**src/rtl/fetch_pkg.sv**
```systemverilog
// rtl/fetch_pkg.sv - shared state encoding and constants for the fetch stage
package fetch_pkg;

    typedef enum logic [1:0] {
        FETCH  = 2'd0,
        VALID  = 2'd1,
        HALTED = 2'd2
    } fetch_state_e;

    localparam logic [15:0] NOP_OPCODE       = 16'h0800;
    localparam logic [15:0] DEFAULT_RESET_PC = 16'h0000;
    localparam logic [15:0] PC_INC           = 16'd2;

endpackage

```
**src/rtl/fetch_pc_reg.sv**
```systemverilog
// rtl/fetch_pc_reg.sv - 16-bit register with synchronous reset-to-value and load enable
module pc_reg #(
    parameter logic [15:0] RESET_VAL = 16'h0000
) (
    input  logic        clk,
    input  logic        rst,
    input  logic        load_en_i,
    input  logic [15:0] load_val_i,
    output logic [15:0] value_o
);

    logic [15:0] value_q;

    always_ff @(posedge clk) begin
        if (rst) begin
            value_q <= RESET_VAL;
        end else if (load_en_i) begin
            value_q <= load_val_i;
        end
    end

    assign value_o = value_q;

endmodule

```
**src/rtl/fetch.sv**
```systemverilog
// rtl/fetch.sv - instruction fetch stage: PC, memory handshake and one-entry instruction buffer
module fetch
    import fetch_pkg::*;
#(
    parameter logic [15:0] RESET_PC  = DEFAULT_RESET_PC,
    parameter logic [15:0] NOP_INSTR = NOP_OPCODE
) (
    input  logic        clk,
    input  logic        rst,
    output logic        imem_req,
    output logic [15:0] imem_addr,
    input  logic        imem_ready,
    input  logic [15:0] imem_data,
    input  logic        redirect,
    input  logic [15:0] redirect_pc,
    input  logic        halt,
    input  logic        stall,
    output logic [15:0] instr,
    output logic [15:0] pc,
    output logic [15:0] pc_plus2,
    output logic        instr_valid,
    output logic        halted
);

    localparam logic [15:0] RESET_PC_EVEN = RESET_PC & 16'hFFFE;

    fetch_state_e state_q, state_d;
    logic [15:0]  pc_reg_q;
    logic [15:0]  pc_reg_d;
    logic [15:0]  instr_q;
    logic [15:0]  pc_plus2_q;
    logic         take_redirect;
    logic         latch;

    // Redirect outranks a same-cycle memory response; HALTED ignores it entirely.
    assign take_redirect = redirect && (state_q != HALTED);
    assign latch         = (state_q == FETCH) && imem_ready && !redirect;
    assign pc_reg_d      = take_redirect ? (redirect_pc & 16'hFFFE) : (pc_reg_q + PC_INC);

    pc_reg #(.RESET_VAL(RESET_PC_EVEN)) u_pc_reg (
        .clk        (clk),
        .rst        (rst),
        .load_en_i  (take_redirect || latch),
        .load_val_i (pc_reg_d),
        .value_o    (pc_reg_q)
    );

    pc_reg #(.RESET_VAL(16'h0000)) u_pc_buf (
        .clk        (clk),
        .rst        (rst),
        .load_en_i  (latch),
        .load_val_i (pc_reg_q),
        .value_o    (pc)
    );

    always_ff @(posedge clk) begin
        if (rst) begin
            instr_q    <= NOP_INSTR;
            pc_plus2_q <= 16'h0000;
        end else if (latch) begin
            instr_q    <= imem_data;
            pc_plus2_q <= pc_reg_q + PC_INC;
        end
    end

    always_ff @(posedge clk) begin
        if (rst) begin
            state_q <= FETCH;
        end else begin
            state_q <= state_d;
        end
    end

    always_comb begin
        state_d = state_q;
        case (state_q)
            FETCH: begin
                if (!redirect && imem_ready) begin
                    state_d = VALID;
                end
            end
            VALID: begin
                if (redirect) begin
                    state_d = FETCH;
                end else if (!stall) begin
                    state_d = halt ? HALTED : FETCH;
                end
            end
            HALTED:  state_d = HALTED;
            default: state_d = FETCH;
        endcase
    end

    always_comb begin
        imem_req    = (state_q == FETCH);
        instr_valid = (state_q == VALID);
        halted      = (state_q == HALTED);
        instr       = instr_valid ? instr_q : NOP_INSTR;
    end

    assign imem_addr = pc_reg_q;
    assign pc_plus2  = pc_plus2_q;

endmodule

```
**config.mk**
```make
export PLATFORM = sky130hd
export DESIGN_NAME = fetch
export DESIGN_NICKNAME = d
export VERILOG_FILES = /design/src/rtl/fetch_pkg.sv /design/src/rtl/fetch_pc_reg.sv /design/src/rtl/fetch.sv
export SDC_FILE = /design/constraint.sdc
export NUM_CORES = 1
export LEC_CHECK = 0
export CAP_MARGIN = 5
export CELL_PAD_IN_SITES_DETAIL_PLACEMENT = 0
export CELL_PAD_IN_SITES_GLOBAL_PLACEMENT = 2
export CORE_MARGIN = 2
export CORE_UTILIZATION = 24
export CTS_CLUSTER_DIAMETER = 120
export CTS_CLUSTER_SIZE = 12
export DETAILED_ROUTE_END_ITERATION = 7
export HOLD_SLACK_MARGIN = 0.12
export PLACE_DENSITY = 0.88
export SETUP_SLACK_MARGIN = 0.3
export SYNTH_ARGS = -nofsm -noshare
export SYNTH_HDL_FRONTEND = slang
export SYNTH_SLANG_ARGS = --single-unit
```
**constraint.sdc**
```tcl
create_clock -name clk -period 2.2 [get_ports clk]
set_clock_uncertainty 0.1 [all_clocks]
set_input_delay 0.22 -clock clk [delete_from_list [all_inputs] [get_ports clk]]
set_output_delay 0.22 -clock clk [all_outputs]
set_load 0.005 [all_outputs]
```
==> results of run 1 <==
registers in the layout (all words and copies together) (netlist names):
signal	count
u_pc_reg.value_o	15
pc_plus2	15
instr_q	16
state_q	2
u_pc_buf.value_o	15
worst register-to-register path: stages (launching register included):
cell and delay (ns):
sky130_fd_sc_hd__dfxtp_4 0.33, sky130_fd_sc_hd__buf_4 0.15, sky130_fd_sc_hd__or4b_4 0.55, sky130_fd_sc_hd__buf_12 0.18
sky130_fd_sc_hd__or3_1 0.34, sky130_fd_sc_hd__a31oi_1 0.12
per-stage QoR:
| stage | utilization, % | hold slack, ns | cells | TNS (ns) |
|---|---|---|---|---|
| 6_report | 39.4 | 0.234 | 619 | 0 |
| 5_1_grt | 39.4 | 0.262 | 619 | 0 |
| 4_1_cts | 38.5 | 0.222 | 611 | 0 |
| 3_5_place_dp | 35.2 | 0.343 | 585 | -0.503 |
| 3_3_place_gp | 35.2 | 0.338 | 585 | -0.124 |
| 2_1_floorplan | - | 0.244 | 356 | 0 |
repair_timing:
action / 4_1_cts / 5_1_grt
cloned: 3 / 0
buffers inserted: 9 / 8
endpoints found under the setup margin: 49 / 30
hold buffers: 0 / 0
resized for setup: 23 / 21
cell usage after synthesis (all sizes together) (2+ instances only):
cell / number
a211oi: 9
a21oi: 51
a22oi: 3
a31oi: 3
a32oi: 2
and2: 17
buf: 18
clkbuf: 15
dfxtp: 63
inv: 3
mux2i: 3
nand2: 76
nand2b: 3
nand3: 4
nand3b: 3
nand4: 5
nor2: 22
nor2b: 3
nor3: 6
nor3b: 3
nor4: 4
o21ai: 11
o221ai: 2
o31a: 2
or3: 2
xnor2: 6
xor2: 3
where the power goes:
part / leakage (uW) / switching (uW) / internal (uW)
logic: 0.00112 / 205 / 259
registers: 0.000517 / 48.7 / 1200
clock network: 0.000132 / 463 / 809
total: 0.00177 / 717 / 2270
logic make-up (layout without fill, tap and decap cells):
logic type,count (synthesis),in the layout,share of synthesized area [%]
simple gates,152,152,26.4
compound gates,88,88,18.2
flops,63,63,44.5
buf+inv,36,156,6.13
xor+xnor,9,9,2.78
mux,4,4,1.46
fa+ha+maj,1,1,0.441
other cells,1,3,0.132
metal layers:
layer  global-route usage [%]  up-vias  routed length [um]
met2                     22.0       98                4070
met4                     4.88        0                 106
met1                     19.8     1325                4280
li1                         -     1444                   -
met3                     3.91       10                 593
met5                        0        -                   0
cell type report:
cell class	instances	area (um^2)
clock buffers	13	260
clock inverters	1	5.00
fillers	1161	6950
inverters	3	11.3
multi-input cells	257	1450
flip-flops and latches	63	1270
well taps	143	179
repair buffers	139	1350
how the worst max path moves through the flow:
stage / from / to / slack, ns / cells after the start
after global routing: state_q[1]$_SDFFE_PP0P_ / instr[2] / 0.18 / 4
after detailed placement: redirect / u_pc_reg.value_o[8]$_SDFFE_PP0P_ / -0.09 / 6
after global placement: imem_ready / u_pc_reg.value_o[8]$_SDFFE_PP0P_ / -0.05 / 6
after CTS: state_q[1]$_SDFFE_PP0P_ / instr[3] / 0.20 / 4
after floorplan: u_pc_reg.value_o[1]$_SDFFE_PP0P_ / pc_plus2[7]$_SDFFE_PP0P_ / 0.56 / 4
final: state_q[1]$_SDFFE_PP0P_ / instr[2] / 0.28 / 4
==> summary.md, run 1 <==
| Metric | Value |
|---|---|
| Outcome | finished, final reports clean |
| Place WS | -0.0856 ns |
| Launching element type of the critical path | flop |
| Hold path depth | 2 |
| Detailed-route wire length | 9050 um |
| Leading cell types in the layout, fill and taps excluded | sky130_fd_sc_hd__clkdlybuf4s50_1, sky130_fd_sc_hd__nand2_1, sky130_fd_sc_hd__dfxtp_1 |
| Post-synth top area share | between 40% and 50% |
| Clock root buffer | sky130_fd_sc_hd__clkbuf_16 |
| Total of buffers placed on input and output ports | 100 |
| Synthesized cell area | 2840 um^2 |
| Via count of the first global-routing pass | 2787 |
| Chip height | roughly 110 um |
| Post-Layout Inst Area | 4520 um^2 |
| RSZ-0062 raised after global routing | yes |
| Power density over cell area | ~660 nW/um^2 |
| Final worst slack | between 0.2 and 0.3 ns |
| Min Tclk post-route | between 1.5 and 2 ns |
| DR DRC count | 0 |
| Initial drt markers | about 130 |
| Global-route wire length before repair | 14700 um |
| Number of buffers and inverters on the critical path | 2 |
| Worst Setup End Kind | output pin |
| Number of antenna violations at the first check in global routing | 0 |
| HP Class | input pin to flop |
| Max rail drop VDD | about 0.32 mV |
| Slowest stage delay, CP | 0.49 ns |
| Deepest clock path buffer count | 2 |
| Via count of the routed design | between 2000 and 3000 |
| Area added between synthesis and finish | 59.5% |
| Number of detailed-route iterations in the first pass | 4 |
| Capture instance of the worst register-to-register path | u_pc_reg.value_o[8]$_SDFFE_PP0P_ |
| RR Startpoint | state_q[0]$_SDFFE_PP0P_ |
| Worst path cell trace | nor2b_4, buf_6, and2_1, clkdlybuf4s50_1 |
| Worst relative slew slack | around 58% |
| Average cell area after synthesis | between 8 and 9 um^2 |
| Total of flip-flops plus latches after synthesis | 63 |
| EDFF count, synth | 0 |
| Number of placement rows | 39 |
| Cell count after synthesis | 354 |
| Top-Level Pins | between 100 and 150 |
| Clock tree from TritonCTS | yes |
| Core area | 11500 um^2 |
| Number of cells on the worst reg-to-reg path | 5 |
| Sequential cell area fraction in the yosys report | around 44% |
| Count of nets left with antenna violations after detail routing | 0 |
| Instance area at placement | slightly above 4000 um^2 |
| Register-to-Register Setup Slack | approximately 0.36 ns |
| Largest delay share family, worst path | buffers and inverters |
| Worst Hold Launch | rst |
| Data required time of the worst path | around 1.9 ns |
| TritonCTS buffer count | 9 |
| Drt wl/cell | between 10 and 15 um |
| WHS Endpoint | pc_plus2[1]$_SDFFE_PP0P_ |
| Final cycle utilization of the critical path | between 80% and 90% |
| Dominant cells by area after synthesis | sky130_fd_sc_hd__dfxtp_1, sky130_fd_sc_hd__nand2_1, sky130_fd_sc_hd__a21oi_1 |
| Maxcap violations | 0 |
| Fin nets | a little over 500 |
| Area leader, netlist | sky130_fd_sc_hd__dfxtp_1 |
| Fraction of synthesis flops using an asynchronous set or reset pin | 0% |
| Critical-path top delay cell | sky130_fd_sc_hd__clkdlybuf4s50_1 |
| Overflow left after global routing | 0 |
| Pins Over Slew Limit | 0 |
| DIE AREA | between 10000 and 15000 um^2 |
| Total routing resource utilization after global routing | roughly 14% |
| Initial standard-cell utilization of the core | 24.7% |
| Actual transition at the worst max-transition pin | 0.625 ns |
| Setup violation total in the final timing report | 0 |
| Register clock-pin slew on the reported worst setup and hold paths | 0.05 ns |
| Largest net degree at the start of global routing | 36 |
| Die width | 113 um |
| Count of cell types in the netlist | between 40 and 50 |
| Number of endpoints with negative hold slack in the final report | 0 |
| Worst Path Class, Setup | flop to output pin |
| Diodes inserted | 0 |
| Timing-limited maximum frequency | slightly above 500 MHz |
| Final weighted congestion of routability-driven global placement | ~0.73 |
| Number of warnings printed during yosys synthesis | 0 |
| Leakage power | about 0.0018 uW |
| Largest fanout on the critical path | 5 |
| Synth Flop Type | sky130_fd_sc_hd__dfxtp_1 |
| H-tree lvl count | 3 |
| Clock sinks | 63 |
| Post-DP HPWL | ~6000 um |
| Vias per cell | ~4.6 |
| Leading cell type in the layout, fill and taps excluded | sky130_fd_sc_hd__clkdlybuf4s50_1 |
| Final total power | around 3000 uW |
| Clock latency reported for the late side of the worst-skew pair | roughly 0.32 ns |
| Fraction of final layout cells sized beyond drive strength 1 | around 15% |
| Arrival time of data at the critical path endpoint | 1.60 ns |
No activity file was read; power rests on OpenSTA's default activity.
==> inputs of run 2 (changes only) <==
--- a/config.mk
+++ b/config.mk
@@ -5,16 +5,17 @@
 export SDC_FILE = /design/constraint.sdc
 export NUM_CORES = 1
 export LEC_CHECK = 0
+export ABC_CLOCK_PERIOD_IN_PS = 1700
 export CAP_MARGIN = 5
 export CELL_PAD_IN_SITES_DETAIL_PLACEMENT = 0
 export CELL_PAD_IN_SITES_GLOBAL_PLACEMENT = 2
 export CORE_MARGIN = 2
-export CORE_UTILIZATION = 24
+export CORE_UTILIZATION = 22
 export CTS_CLUSTER_DIAMETER = 120
 export CTS_CLUSTER_SIZE = 12
 export DETAILED_ROUTE_END_ITERATION = 7
 export HOLD_SLACK_MARGIN = 0.12
-export PLACE_DENSITY = 0.88
+export PLACE_DENSITY = 0.85
 export SETUP_SLACK_MARGIN = 0.3
 export SYNTH_ARGS = -nofsm -noshare
 export SYNTH_HDL_FRONTEND = slang
==> constraint.sdc (replaced) <==
create_clock -name clk -period 1.7 [get_ports clk]
set_clock_uncertainty 0.1 [all_clocks]
set_input_delay 0.17 -clock clk [delete_from_list [all_inputs] [get_ports clk]]
set_output_delay 0.17 -clock clk [all_outputs]
set_load 0.005 [all_outputs]
==> run 2 against run 1 <==
Combinational power is 90% higher. Highest routed layer unchanged. Global-route usage is 0.72 points higher. Sequential power is 30% higher. The run now ends with setup timing left. Register-to-register slack worse by 0.44 ns. Via count is 10% higher. Sequential share of layout area is 5.1 points lower.
==> summary.md, run 2 (synthesis results as in run 1) <==
| Metric | Value |
|---|---|
| HP Class | input pin to flop |
| Final total power | between 4000 and 5000 uW |
| Worst Setup End Kind | output pin |
| Register-to-Register Setup Slack | -0.08 ns |
| Data required time of the worst path | about 1.4 ns |
| Failing checks | setup timing |
| Leading cell type in the layout, fill and taps excluded | sky130_fd_sc_hd__nand2_1 |
| Clock root buffer | sky130_fd_sc_hd__clkbuf_16 |
| Detailed-route wire length | about 11000 um |
| Maxcap violations | 0 |
| Power density over cell area | 818 nW/um^2 |
| Critical-path top delay cell | sky130_fd_sc_hd__dfxtp_2 |
| Fraction of final layout cells sized beyond drive strength 1 | roughly 46% |
| Setup violation total in the final timing report | 51 |
| Post-Layout Inst Area | 5650 um^2 |
| Clock tree from TritonCTS | yes |
| Via count of the first global-routing pass | roughly 3300 |
| Vias per cell | about 4.6 |
| Via count of the routed design | around 3200 |
| Largest register by flop count | instr_q |
| Deepest clock path buffer count | 2 |
| H-tree lvl count | 3 |
| Timing-limited maximum frequency | around 550 MHz |
| Final weighted congestion of routability-driven global placement | ~0.84 |
| Largest fanout on the critical path | 4 |
| Outcome | finished, violations left |
| Slowest stage delay, CP | around 0.34 ns |
| Number of buffers and inverters on the critical path | 5 |
| Hold slack | approximately 0.14 ns |
| Final cycle utilization of the critical path | 107% |
| Layout Cells excl Fill | about 690 |
| Leading cell types in the layout, fill and taps excluded | sky130_fd_sc_hd__nand2_1, sky130_fd_sc_hd__dlygate4sd2_1, sky130_fd_sc_hd__dfxtp_1 |
| Largest delay share family, worst path | buffers and inverters |
| Instance area at placement | about 4300 um^2 |
| Core area | approximately 13000 um^2 |
| Leakage power | approximately 0.0023 uW |
| Die width | approximately 120 um |
| DR DRC count | 0 |
| Fin nets | between 500 and 600 |
| Area added between synthesis and finish | 99.3% |
| Final cell utilization of the core | between 40% and 50% |
| Number of cells on the worst reg-to-reg path | 4 |
| Register clock-pin slew on the reported worst setup and hold paths | around 0.060 ns |
| Stages on the worst setup path | 7 |
| Pins Over Slew Limit | 0 |
| Number of hold-repair buffers added at the cts stage | 0 |
| Number of placement rows | 41 |
| Total of buffers placed on input and output ports | 100 |
| TritonCTS buffer count | 9 |
| Max rail drop VDD | between 0.5 and 0.6 mV |
| Number of antenna violations at the first check in global routing | 0 |
| Initial drt markers | roughly 150 |
| Chip height | 118 um |
| DIE AREA | between 10000 and 15000 um^2 |
| Clock sinks | between 60 and 70 |
| Arrival time of data at the critical path endpoint | between 1.5 and 2 ns |
| Top-Level Pins | 105 |
| Overflow left after global routing | 0 |
| Launching element type of the critical path | flop |
| Final worst slack | -0.112 ns |
| Total routing resource utilization after global routing | between 10% and 20% |
| Drt wl/cell | 15.9 um |
| Clock latency reported for the late side of the worst-skew pair | ~0.33 ns |
| RSZ-0062 raised after global routing | yes |
| Hold path depth | 2 |
| Initial standard-cell utilization of the core | about 22% |
| Worst Path Class, Setup | flop to output pin |
| Number of endpoints with negative hold slack in the final report | 0 |
| Most repeated library cell on the critical path | sky130_fd_sc_hd__buf_6 |
| Placed Cells | 635 |
| Worst path cell trace | buf_6, nor2b_4, buf_6, buf_6, buf_6, and2_4, buf_6 |
| Count of nets left with antenna violations after detail routing | 0 |
| Global-route wire length before repair | 16800 um |
| Post-DP HPWL | between 6000 and 7000 um |
| Diodes inserted | 0 |
| Largest net degree at the start of global routing | 20 |
| Max reg flops | 16 |
| Min Tclk post-route | 1.81 ns |
| Number of detailed-route iterations in the first pass | 4 |
-- run 2: changes by cell type in the layout (fill, tap and decap cells not counted), moves of 11 or more --
cell	previous run	this run
sky130_fd_sc_hd__a21oi_1	49	19
sky130_fd_sc_hd__a21oi_2	2	29
sky130_fd_sc_hd__buf_6	4	42
sky130_fd_sc_hd__clkdlybuf4s50_1	84	35
sky130_fd_sc_hd__dfxtp_1	59	44
sky130_fd_sc_hd__dlygate4sd2_1	7	45
sky130_fd_sc_hd__nand2_1	76	48
sky130_fd_sc_hd__nand2_2	0	17
sky130_fd_sc_hd__nand2_4	0	11
-- run 2: per-stage QoR --
step,setup WS (ns),setup TNS [ns]
finish,-0.112,-2.06
global route,-0.156,-5.02
CTS,-0.0793,-0.940
detailed placement,-0.474,-20.17
global placement,-0.455,-18.86
floorplan,0.0909,0
-- run 2: what timing repair did --
item                       in CTS  in global routing
cloned                          9                  2
resized for setup             204                111
pin swaps                      25                 40
setup buffers                  23                  8
setup endpoints to repair     126                 82
-- run 2: layer usage --
layer / GRT usage, % / routed length, um
met5: 0 / 0
met4: 4.37 / 157
met3: 4.84 / 630
met2: 26.8 / 5550
met1: 17.5 / 4710
-- run 2: layout make-up --
class / count / area [um^2]
Clock buffer: 14 / 284
Clock inverter: 2 / 60.1
Fill cell: 1222 / 6970
Inverter: 3 / 11.3
Multi-Input combinational cell: 257 / 1880
Sequential cell: 63 / 1300
Tap cell: 172 / 215
Timing Repair Buffer: 182 / 1890
-- run 2: where the power goes --
part / switching (uW) / internal [uW] / leakage, uW
Combinational: 389 / 492 / 0.00164
Sequential: 71.0 / 1560 / 0.000524
Clock: 666 / 1440 / 0.000169
Total: 1130 / 3490 / 0.00233
-- run 2: path summary, 6_finish.rpt --
| kind | start | to |
|---|---|---|
| min | rst | u_pc_reg.value_o[13]$_SDFFE_PP0P_ |
| min reg2reg | u_pc_buf.value_o[13]$_SDFFE_PP0P_ | u_pc_buf.value_o[13]$_SDFFE_PP0P_ |
| max | state_q[0]$_SDFFE_PP0P_ | instr[3] |
| max reg2reg | state_q[1]$_SDFFE_PP0P_ | u_pc_reg.value_o[8]$_SDFFE_PP0P_ |
